File: config.mk
export PLATFORM = sky130hd
export DESIGN_NAME = id_exe_stage_reg
export DESIGN_NICKNAME = d
export VERILOG_FILES = /design/src/rtl/id_exe_stage_reg_pkg.sv /design/src/rtl/id_exe_stage_reg_sat_counter.sv /design/src/rtl/id_exe_stage_reg.sv
export SDC_FILE = /design/constraint.sdc
export NUM_CORES = 1
export LEC_CHECK = 0
export ABC_AREA = 1
export CAP_MARGIN = 20
export CORE_AREA = 2 2 149 151
export CTS_BUF_LIST = sky130_fd_sc_hd__clkbuf_8
export DETAILED_ROUTE_END_ITERATION = 8
export DIE_AREA = 0 0 151 153
export PLACE_DENSITY = 0.78
export SYNTH_ARGS = -nofsm -noshare
export SYNTH_HDL_FRONTEND = slang
export SYNTH_SLANG_ARGS = --single-unit
File: constraint.sdc
create_clock -name clk -period 7.5 [get_ports clk]
set_input_delay 1.5 -clock clk [delete_from_list [all_inputs] [get_ports clk]]
set_output_delay 1.5 -clock clk [all_outputs]
set_load 0.01 [all_outputs]
File: src/rtl/id_exe_stage_reg_pkg.sv
// Shared constants for the ID->EXE pipeline register.
//   WORD_WIDTH     - datapath word width
//   REG_FILE_DEPTH - width of a register index
//   EXE_CMD_WIDTH  - width of the ALU command field
package id_exe_stage_reg_pkg;

    localparam int unsigned WORD_WIDTH     = 32;
    localparam int unsigned REG_FILE_DEPTH = 4;
    localparam int unsigned EXE_CMD_WIDTH  = 4;

    // True when an active write-back targets the source register of a live held instruction.
    function automatic logic wb_hits_src(
        input logic                      wb_en,
        input logic [REG_FILE_DEPTH-1:0] wb_dest,
        input logic [REG_FILE_DEPTH-1:0] src,
        input logic                      valid
    );
        return wb_en && valid && (wb_dest == src);
    endfunction

endpackage

File: src/rtl/id_exe_stage_reg_sat_counter.sv
// Saturating event counter.
//   clk, rst - clock and asynchronous active-high reset
//   inc      - count one event this cycle
//   count    - current value; sticks at all-ones
module sat_counter #(
    parameter int unsigned CNT_WIDTH = 16
) (
    input  logic                 clk,
    input  logic                 rst,
    input  logic                 inc,
    output logic [CNT_WIDTH-1:0] count
);

    logic [CNT_WIDTH-1:0] count_d;

    always_comb begin
        count_d = count;
        if (inc && (count != '1)) begin
            count_d = count + 1'b1;
        end
    end

    always_ff @(posedge clk or posedge rst) begin
        if (rst) begin
            count <= '0;
        end else begin
            count <= count_d;
        end
    end

endmodule

File: src/rtl/id_exe_stage_reg.sv
// ID->EXE pipeline register with freeze, flush, valid tag and stall/flush counters.
//   clk, rst           - clock, asynchronous active-high reset
//   freeze, flush      - hold contents / insert bubble (flush wins)
//   valid_in, *_in     - decoded instruction and operands from ID
//   WB_EN/WB_Dest/WB_Res - write-back port, used to refresh held operands while frozen
//   *_out, valid_out   - registered copy of every *_in field
//   stall_cnt, flush_cnt - saturating event counters
module id_exe_stage_reg
    import id_exe_stage_reg_pkg::*;
#(
    parameter int unsigned          CNT_WIDTH = 16,
    parameter logic [WORD_WIDTH-1:0] RESET_PC  = '0
) (
    input  logic                      clk,
    input  logic                      rst,
    input  logic                      freeze,
    input  logic                      flush,
    input  logic                      valid_in,
    input  logic [WORD_WIDTH-1:0]     PC_in,
    input  logic [WORD_WIDTH-1:0]     Val_Rn_in,
    input  logic [WORD_WIDTH-1:0]     Val_Rm_in,
    input  logic [REG_FILE_DEPTH-1:0] src1_in,
    input  logic [REG_FILE_DEPTH-1:0] src2_in,
    input  logic [REG_FILE_DEPTH-1:0] Dest_in,
    input  logic [EXE_CMD_WIDTH-1:0]  EXE_CMD_in,
    input  logic                      WB_EN_in,
    input  logic                      MEM_R_EN_in,
    input  logic                      MEM_W_EN_in,
    input  logic                      B_in,
    input  logic                      S_in,
    input  logic                      Imm_in,
    input  logic [11:0]               Shift_Operand_in,
    input  logic [23:0]               Signed_imm_24_in,
    input  logic                      C_in,
    input  logic                      WB_EN,
    input  logic [REG_FILE_DEPTH-1:0] WB_Dest,
    input  logic [WORD_WIDTH-1:0]     WB_Res,
    output logic                      valid_out,
    output logic [WORD_WIDTH-1:0]     PC_out,
    output logic [WORD_WIDTH-1:0]     Val_Rn_out,
    output logic [WORD_WIDTH-1:0]     Val_Rm_out,
    output logic [REG_FILE_DEPTH-1:0] src1_out,
    output logic [REG_FILE_DEPTH-1:0] src2_out,
    output logic [REG_FILE_DEPTH-1:0] Dest_out,
    output logic [EXE_CMD_WIDTH-1:0]  EXE_CMD_out,
    output logic                      WB_EN_out,
    output logic                      MEM_R_EN_out,
    output logic                      MEM_W_EN_out,
    output logic                      B_out,
    output logic                      S_out,
    output logic                      Imm_out,
    output logic [11:0]               Shift_Operand_out,
    output logic [23:0]               Signed_imm_24_out,
    output logic                      C_out,
    output logic [CNT_WIDTH-1:0]      stall_cnt,
    output logic [CNT_WIDTH-1:0]      flush_cnt
);

    logic stall_inc;
    logic rn_hit;
    logic rm_hit;

    assign stall_inc = freeze && !flush;
    assign rn_hit    = wb_hits_src(WB_EN, WB_Dest, src1_out, valid_out);
    assign rm_hit    = wb_hits_src(WB_EN, WB_Dest, src2_out, valid_out);

    // Control: a flush kills every side-effecting bit; Imm, C and EXE_CMD simply hold.
    always_ff @(posedge clk or posedge rst) begin
        if (rst) begin
            valid_out    <= 1'b0;
            WB_EN_out    <= 1'b0;
            MEM_R_EN_out <= 1'b0;
            MEM_W_EN_out <= 1'b0;
            B_out        <= 1'b0;
            S_out        <= 1'b0;
            Imm_out      <= 1'b0;
            C_out        <= 1'b0;
            EXE_CMD_out  <= '0;
        end else if (flush) begin
            valid_out    <= 1'b0;
            WB_EN_out    <= 1'b0;
            MEM_R_EN_out <= 1'b0;
            MEM_W_EN_out <= 1'b0;
            B_out        <= 1'b0;
            S_out        <= 1'b0;
        end else if (!freeze) begin
            valid_out    <= valid_in;
            WB_EN_out    <= WB_EN_in;
            MEM_R_EN_out <= MEM_R_EN_in;
            MEM_W_EN_out <= MEM_W_EN_in;
            B_out        <= B_in;
            S_out        <= S_in;
            Imm_out      <= Imm_in;
            C_out        <= C_in;
            EXE_CMD_out  <= EXE_CMD_in;
        end
    end

    // Data: held on flush; while frozen the operands track write-backs to their sources.
    // No bypass on load - the register file writes on negedge, so reg1/reg2 are already fresh.
    always_ff @(posedge clk or posedge rst) begin
        if (rst) begin
            PC_out            <= RESET_PC;
            Val_Rn_out        <= '0;
            Val_Rm_out        <= '0;
            src1_out          <= '0;
            src2_out          <= '0;
            Dest_out          <= '0;
            Shift_Operand_out <= '0;
            Signed_imm_24_out <= '0;
        end else if (flush) begin
            PC_out <= PC_out;
        end else if (freeze) begin
            if (rn_hit) begin
                Val_Rn_out <= WB_Res;
            end
            if (rm_hit) begin
                Val_Rm_out <= WB_Res;
            end
        end else begin
            PC_out            <= PC_in;
            Val_Rn_out        <= Val_Rn_in;
            Val_Rm_out        <= Val_Rm_in;
            src1_out          <= src1_in;
            src2_out          <= src2_in;
            Dest_out          <= Dest_in;
            Shift_Operand_out <= Shift_Operand_in;
            Signed_imm_24_out <= Signed_imm_24_in;
        end
    end

    sat_counter #(
        .CNT_WIDTH (CNT_WIDTH)
    ) u_stall_cnt (
        .clk   (clk),
        .rst   (rst),
        .inc   (stall_inc),
        .count (stall_cnt)
    );

    sat_counter #(
        .CNT_WIDTH (CNT_WIDTH)
    ) u_flush_cnt (
        .clk   (clk),
        .rst   (rst),
        .inc   (flush),
        .count (flush_cnt)
    );

endmodule

======== Word-level counts from Yosys, hierarchy flattened ========
Cells that the tools add are included.
storage, ports and cells
  word-level logic and storage cells ...... 56
  input port bits ......................... 197
  flip-flop bits (word level) ............. 188
cells by class
  bitwise gates (word level) .............. 2
  equality and inequality tests ........... 7
  reduce and logical (&&, ||, !) cells .... 10
  add/subtract/negate cells ............... 2
  multiplexer cells ....................... 16
operator list
  cell                                                   count
  2-to-1 mux 32 bit                                      4
  adder 16 x 1 -> 16 bit, second input constant          2
  inequality test 16 bit, second input constant          2
  2-to-1 mux 1 bit                                       12
  == test 4 bit                                          2
  logical AND 1 bit                                      6
  inequality test 2 x 1 -> 1 bit, second input constant  3
  AND reduction 2 bit                                    3
  inverter 1 bit                                         2
  zero test 1 bit                                        1

======== Logic depth before layout (Yosys ltp) ========
Gate-level depths: netlist (run 1).
  depth in word-level cells ............... 4
  gate-level depth with buffers ........... 11

======== Cells and area by module ========
A second synthesis (run 1) with hierarchy kept.
unflattened totals
  cells, all modules ...................... 1,163
  area, all modules ....................... 8,938.6 um2
by module, submodules not included
  module            cells each  instances  area an instance (um2)  seq. area each (um2)
  id_exe_stage_reg  863         1          6,799.0                 3,903.7
  sat_counter       150         2          1,069.8                 400.4

======== Worst setup path before layout (run 1) ========
No wires, ideal clock.
  path type ............................... in2reg
  start ................................... input freeze
  end ..................................... register u_stall_cnt.count[13]
  cell stages on the path ................. 8
  path buffers ............................ 3
  path slack .............................. 5.028 ns
  arrival ................................. 2.356 ns
  library setup time ...................... 0.116 ns
  cell sequence ........................... buf_2 -> buf_4 -> nand2_1 -> inv_2 -> nand2_4 -> buf_4 -> nand2_1 -> nand2_1
on the way
  word-level cells in the longest chain between the ends .. 2
RTL lines
  what                  RTL line                            source
  from (decl)           id_exe_stage_reg.sv:16              input logic freeze,
  logical AND 1 bit     id_exe_stage_reg.sv:63              assign stall_inc = freeze && !flush;
  logical AND 1 bit     id_exe_stage_reg_sat_counter.sv:18  if (inc && (count != '1)) begin
  to (signal assigned)  id_exe_stage_reg_sat_counter.sv:27  count <= count_d;
  to (decl)             id_exe_stage_reg_sat_counter.sv:11  output logic [CNT_WIDTH-1:0] count
No other way between the ends.
A chain may end at the register's enable or synchronous reset.

======== Final worst setup path (run 1) ========
  start ................................... input freeze
  end ..................................... register PC_out[4]
on the way
  word-level cells in the longest chain between the ends .. 2
RTL lines
  what                           RTL line                 source
  inverter 1 bit (no line)       -
  AND reduction 2 bit (no line)  -
  to (signal assigned)           id_exe_stage_reg.sv:112  PC_out <= PC_out;
  to (signal assigned)           id_exe_stage_reg.sv:121  PC_out <= PC_in;
  to (decl)                      id_exe_stage_reg.sv:39   output logic [WORD_WIDTH-1:0] PC_out,
No other way between the ends.

==> impl_metrics.json, run 1 <==
{
  "route.detailed.vias_per_inst": 4.767,
  "number_of_standard_cells_in_the_layout_taps_in_and_fillers_out": 1790,
  "maxSlewViolCount": 0,
  "placement_rows": 54,
  "cp_max_fo": 98,
  "synthAdderAreaFrac": 0.002860,
  "floorplan_die_height_um": 153,
  "synthSimpleGateAreaFrac": 0.3184,
  "detailedRoute.firstPassIterationCount": 5,
  "area_growth_pct": 49.89,
  "tightest_slew_ps": 914.7,
  "critPathKind": "input port to flop",
  "final_hold_viol_count": 0,
  "clkSlewWorstSetupHoldPaths_ps": 110,
  "required_ps": 7910,
  "timing.slew.headroom": 0.3902,
  "synth_nets": 1339,
  "drt_wl_total_mm": 27.29,
  "place.gp.congestion": 0.8606,
  "period_minus_slack_ps": 3700,
  "p_per_area_mw_per_mm2": 208.2,
  "rsz0062_at_grt": "false",
  "numPortBuffers": 384,
  "critPathLaunchType": "input port",
  "placeable_core_region_mm2": 0.02149,
  "seq_cells_post_synth": 188,
  "ys_seq_area_frac": 0.5376,
  "design.final.nets": 1696,
  "finalSetupTns_ps": 0,
  "compound_gate_fraction_of_synth_area": 0.05119,
  "ys_types": 26,
  "via_count": 8533,
  "status": "finished, final reports clean",
  "finalCoreUtilization": 0.6105,
  "design.die.area_mm2": 0.02310,
  "endpoint_kind": "flop",
  "final_min_period_over_clock_period": 0.4933,
  "yosys_warn_count": 0,
  "fraction_of_final_layout_cells_with_drive_strength_greater_than_1": 0.03642,
  "post_synth_instance_area_mm2": 0.008751,
  "syn_area_per_cell_um2": 7.676,
  "ctsHtreeMaxLevel": 4,
  "grt_max_degree": 122,
  "cts_max_path_buffers": 2,
  "number_of_cts_inserted_buffers": 17,
  "numPlacedInstances": 1757,
  "post_synth_xor_area_fraction": 0.01701,
  "detail_route.drc_violations": 0,
  "floorplan.initialDensity": 0.4073,
  "antenna_cells_inserted": 0,
  "ant_nets": 0,
  "p_leak_nw": 6.487,
  "post_synth_inst_count": 1140,
  "cts_hold_buf": 0,
  "final.setup_skew_ps": 15.27,
  "detail_route.wl_per_cell_um": 15.25,
  "top_level_ports": 385,
  "grt.total_usage": 0.2352,
  "ir_worst_vdd_uv": 101.9,
  "post_cts.resized_instances": 0,
  "filler_cell_count": 1901,
  "first_global_vias": 8169,
  "tritoncts_clock_tree": "done",
  "synth_top_family_by_area": "simple AND/OR/NAND/NOR gates",
  "clock-sinks": 188,
  "cap_viol_max_count": 0,
  "worstHoldPathType": "flop to flop",
  "number_of_antenna_violations_at_the_first_check_in_global_routing": 0,
  "die_x_um": 151,
  "clock-root-buffer": "clkbuf_8",
  "timing.critical_path.arrival_ps": 4110,
  "postPlaceCellArea_mm2": 0.01272,
  "synthMuxAreaShare": 0,
  "dp.final_hpwl_mm": 20.23,
  "finalInstanceArea_mm2": 0.01312,
  "fmax_mhz": 270.3,
  "insertion_delay_ps": 470,
  "postCtsSetupRepairBufs": 0,
  "setup-violations-final": 0,
  "grt.overflow.total": 0,
  "detail_route.iter0.violations": 366,
  "global_route_wire_length_before_repair_mm": 42.53
}
[cells in the final DEF (no fill, tap or decap), drive strengths merged]
cell type	instances
inv	108
nor2	35
nor3	1
xnor2	13
nand4	11
clkbuf	17
xor2	4
clkinv	5
nand3b	1
nand2	568
dfrtp	188
nand3	79
buf	7
clkinvlp	2
clkdlybuf4s50	383
o21ai	79
ha	2
a22o	6
and2	1
[state kept, by name, indices dropped and copies added (netlist names)]
register	cells
src2_out	4
Shift_Operand_out	12
Val_Rm_out	32
B_out	1
MEM_W_EN_out	1
u_flush_cnt.count	16
valid_out	1
C_out	1
MEM_R_EN_out	1
EXE_CMD_out	4
Val_Rn_out	32
Signed_imm_24_out	24
Imm_out	1
src1_out	4
Dest_out	4
u_stall_cnt.count	16
PC_out	32
S_out	1
WB_EN_out	1
[stage by stage]
step,power [mW],setup slack [ps],hold slack (ps)
floorplan,1.615,886.2,508.5
global placement,2.090,3247,453.0
detailed placement,2.108,3179,457.4
CTS,2.754,3679,483.5
global route,2.888,3530,502.9
finish,2.731,3800,480.2
[cell families after synthesis]
group                      Yosys count
DFF                                188
buffers and inverters              152
and+or+nand+nor                    696
xor gates and xnor gates            17
AOI/OAI and AO/OA                   85
adders and majority gates            2
[area by class of cell]
class / instances / area, um2 / share of cell area
Timing Repair Buffer: 390 / 3904 / 0.2976
Clock buffer: 17 / 234.0 / 0.01784
Inverter: 100 / 385.4 / 0.02938
Sequential cell: 188 / 4705 / 0.3587
Clock inverter: 15 / 130.1 / 0.009921
Multi-Input combinational cell: 800 / 3408 / 0.2598
Tap cell: 280 / 350.3 / 0.02671
[synthesized netlist by cell type (all sizes together)]
cell type  count  area (um2)
nor2          35       141.4
buf           33       191.4
xnor2         13       113.9
xor2           4       35.03
nor3           1       5.000
o21ai         79       395.4
and2           1       6.260
nand2        568        2152
nand3         79       405.4
nand3b         1       7.510
nand4         11       68.82
inv          100       375.4
a22o           6       52.55
ha             2       25.02
dfrtp        188        4705
clkbuf        19       71.32
[critical path, cell delays in order]
cell     delay [ps]
buf_2            80
buf_4           590
nor2_4          300
inv_4           520
buf_4           770
nand2_1         130
nand2_1         100
[per-layer routing]
layer / global-route usage / share of wire / routed length, um / up-vias
met1: 0.2815 / 0.40 / 10780 / 3948
met5: 0 / 0 / 0 / -
met2: 0.3978 / 0.49 / 13480 / 305
met3: 0.06537 / 0.079 / 2164 / 55
met4: 0.09568 / 0.032 / 865 / 0
li1: - / - / - / 4225
[worst paths after layout]
kind | endpoint | depth (start not counted) | start | slack [ps]
setup / recovery | PC_out[4] | 7 | freeze | 3800
hold / removal | PC_out[30] | 2 | PC_out[30] | 480
setup reg to reg | Val_Rn_out[2] | 6 | valid_out | 5180
hold reg to reg | PC_out[30] | 2 | PC_out[30] | 480
max in group asynchronous | PC_out[14] | 3 | rst | 4450
min in group asynchronous | Signed_imm_24_out[19] | 2 | rst | 1550
[where the power goes]
group | internal, mW | switching [mW] | total (mW) | leakage [nW]
logic | 0.442 | 0.368 | 0.810 | 3.94
clock network | 0.241 | 0.405 | 0.646 | 0.186
registers | 1.15 | 0.120 | 1.27 | 2.36
total | 1.84 | 0.892 | 2.73 | 6.49
Note: power is estimated with default switching activity, not from simulation.
==> inputs of run 2 (changes only) <==
--- a/config.mk
+++ b/config.mk
@@ -7,10 +7,9 @@
 export LEC_CHECK = 0
 export ABC_AREA = 1
 export CAP_MARGIN = 20
-export CORE_AREA = 2 2 149 151
+export CORE_UTILIZATION = 39
 export CTS_BUF_LIST = sky130_fd_sc_hd__clkbuf_8
 export DETAILED_ROUTE_END_ITERATION = 8
-export DIE_AREA = 0 0 151 153
 export PLACE_DENSITY = 0.78
 export SYNTH_ARGS = -nofsm -noshare
 export SYNTH_HDL_FRONTEND = slang
==> constraint.sdc (replaced) <==
create_clock -name clk -period 3.3 [get_ports clk]
set_input_delay 0.66 -clock clk [delete_from_list [all_inputs] [get_ports clk]]
set_output_delay 0.66 -clock clk [all_outputs]
set_load 0.01 [all_outputs]
==> run 2 against run 1 <==
Sequential share of layout area is 0.41 points lower. First-iteration DRC count grew 33%. Critical path depth is 6 lower. Utilization is 0.44 points lower. Setup slack got worse by 2700 ps. Hold slack got worse by 2.0 ps. Non-clock buffer count grew 7. Clock power increased to 2.6 times the previous value. Combinational power increased by 130%. Die area decreased by 0.27%. Count of clock-buffer cells in the layout unchanged. Critical path type is now flop to output pin. Largest cell class unchanged. Highest routed layer unchanged.
==> impl_metrics.json, run 2 (synthesis results as in run 1) <==
{
  "multi_input_comb_area_mm2": 0.003408,
  "detail_route.drc_violations": 0,
  "timing.critical_path.cells": "clkdlybuf4s50_1",
  "rsz0062_at_grt": "false",
  "ir_worst_vdd_uv": 263.3,
  "clkSlewWorstSetupHoldPaths_ps": 110,
  "timing.critical_path.arrival_ps": 1590,
  "fmax_mhz": 445.2,
  "detailedRoute.firstPassIterationCount": 5,
  "clock-sinks": 188,
  "critPathLaunchType": "flop",
  "period_minus_slack_ps": 2246,
  "place.gp.congestion": 0.8165,
  "fraction_of_final_layout_cells_with_drive_strength_greater_than_1": 0.04153,
  "cts_max_path_buffers": 2,
  "ctsHtreeMaxLevel": 4,
  "cts_hold_buf": 0,
  "first_global_vias": 7984,
  "final.setup_skew_ps": 16.25,
  "tritoncts_clock_tree": "done",
  "largest_registers": "PC_out (32), Val_Rm_out (32), Val_Rn_out (32)",
  "insertion_delay_ps": 470,
  "floorplan.initialDensity": 0.3997,
  "ant_nets": 0,
  "filler_cell_count": 1960,
  "detail_route.wl_per_cell_um": 15.15,
  "area_growth_pct": 51.62,
  "cap_viol_max_count": 0,
  "final_hold_viol_count": 0,
  "seqCellArea_mm2": 0.004705,
  "critPathSlowestCell": "clkdlybuf4s50_1",
  "worstHoldPathType": "flop to flop",
  "grt.overflow.total": 0,
  "required_ps": 2640,
  "design.final.nets": 1703,
  "top_level_ports": 385,
  "postCtsSetupRepairBufs": 0,
  "placeable_core_region_mm2": 0.02189,
  "cp_max_fo": 3,
  "antenna_cells_inserted": 0,
  "number_of_cts_inserted_buffers": 17,
  "dp.final_hpwl_mm": 20.39,
  "design.die.area_mm2": 0.02304,
  "layout_common_cells": "nand2_1 (562), clkdlybuf4s50_1 (383), dfrtp_1 (188)",
  "grt.total_usage": 0.2353,
  "timing.slew.headroom": 0.4887,
  "finalCoreUtilization": 0.6061,
  "global_route_wire_length_before_repair_mm": 41.22,
  "via_count": 8455,
  "endpoint_kind": "output pin",
  "setup-violations-final": 0,
  "numPortBuffers": 384,
  "post_cts.resized_instances": 0,
  "die_x_um": 151.8,
  "critPathKind": "flop to output pin",
  "critical-path-top-delay-family": "buffers and inverters",
  "maxSlewViolCount": 0,
  "placement_rows": 54,
  "critPathMaxStageDelay_ps": 600,
  "p_leak_nw": 6.560,
  "route.detailed.vias_per_inst": 4.705,
  "detail_route.iter0.violations": 488,
  "final_min_period_over_clock_period": 0.6806,
  "clock-root-buffer": "clkbuf_8",
  "drt_wl_total_mm": 27.22,
  "tightest_slew_ps": 766.9,
  "p_per_area_mw_per_mm2": 483.1,
  "number_of_antenna_violations_at_the_first_check_in_global_routing": 0,
  "status": "finished, final reports clean",
  "worst-path-buf-inv": 1,
  "grt_max_degree": 100,
  "finalSetupTns_ps": 0,
  "layout.cells.most_common": "nand2_1",
  "floorplan_die_height_um": 151.8
}
[run 2: area by class of cell]
| cell class | count | area share |
|---|---|---|
| Sequential cell | 188 | 0.3546 |
| Timing Repair Buffer | 397 | 0.3005 |
| Multi-Input combinational cell | 800 | 0.2569 |
| Inverter | 100 | 0.02876 |
| Tap cell | 280 | 0.02641 |
| Clock buffer | 17 | 0.01763 |
| Clock inverter | 15 | 0.01528 |
[run 2: stage by stage]
stage / cell area [um2] / std cells / hold WS (ps) / setup WS (ps) / total power, mW
3_3_place_gp: 12830 / 1765 / 452.4 / 853.2 / 4.764
3_5_place_dp: 12830 / 1765 / 458.0 / 782.5 / 4.804
2_1_floorplan: 8755 / 1140 / 508.5 / 219.5 / 3.672
4_1_cts: 13270 / 1797 / 483.1 / 1015 / 6.479
5_1_grt: 13270 / 1797 / 504.4 / 992.7 / 6.780
6_report: 13270 / 1797 / 478.2 / 1054 / 6.409
[run 2: final timing paths]
| kind | slack [ps] | from | endpoint | cells after the start |
|---|---|---|---|---|
| min in group asynchronous | 580 | rst | Shift_Operand_out[9] | 2 |
| worst min register to register | 480 | PC_out[10] | PC_out[10] | 2 |
| worst max register to register | 1460 | src2_out[2] | Val_Rm_out[15] | 9 |
| worst min-delay path | 480 | PC_out[10] | PC_out[10] | 2 |
| worst max-delay path | 1050 | src1_out[1] | src1_out[1] | 1 |
| max in group asynchronous | 1940 | rst | Val_Rn_out[26] | 3 |
[run 2: report_power, final]
group	switching (mW)	total, mW	internal, mW
clock network	0.940	1.66	0.721
logic	0.837	1.85	1.01
registers	0.275	2.90	2.62
total	2.05	6.41	4.36
[run 2: routing by layer]
metal / global-route usage / wire (um) / vias to the layer above
li1: - / - / 4232
met1: 0.2813 / 10870 / 3885
met2: 0.3945 / 13430 / 297
met3: 0.07156 / 2162 / 41
met4: 0.09307 / 765 / 0
met5: 0 / 0 / -
[run 2: worst min-delay path: stages (launching register included)]
cell and delay, ps:
dfrtp_1 350, nand2_1 50, nand2_1 50
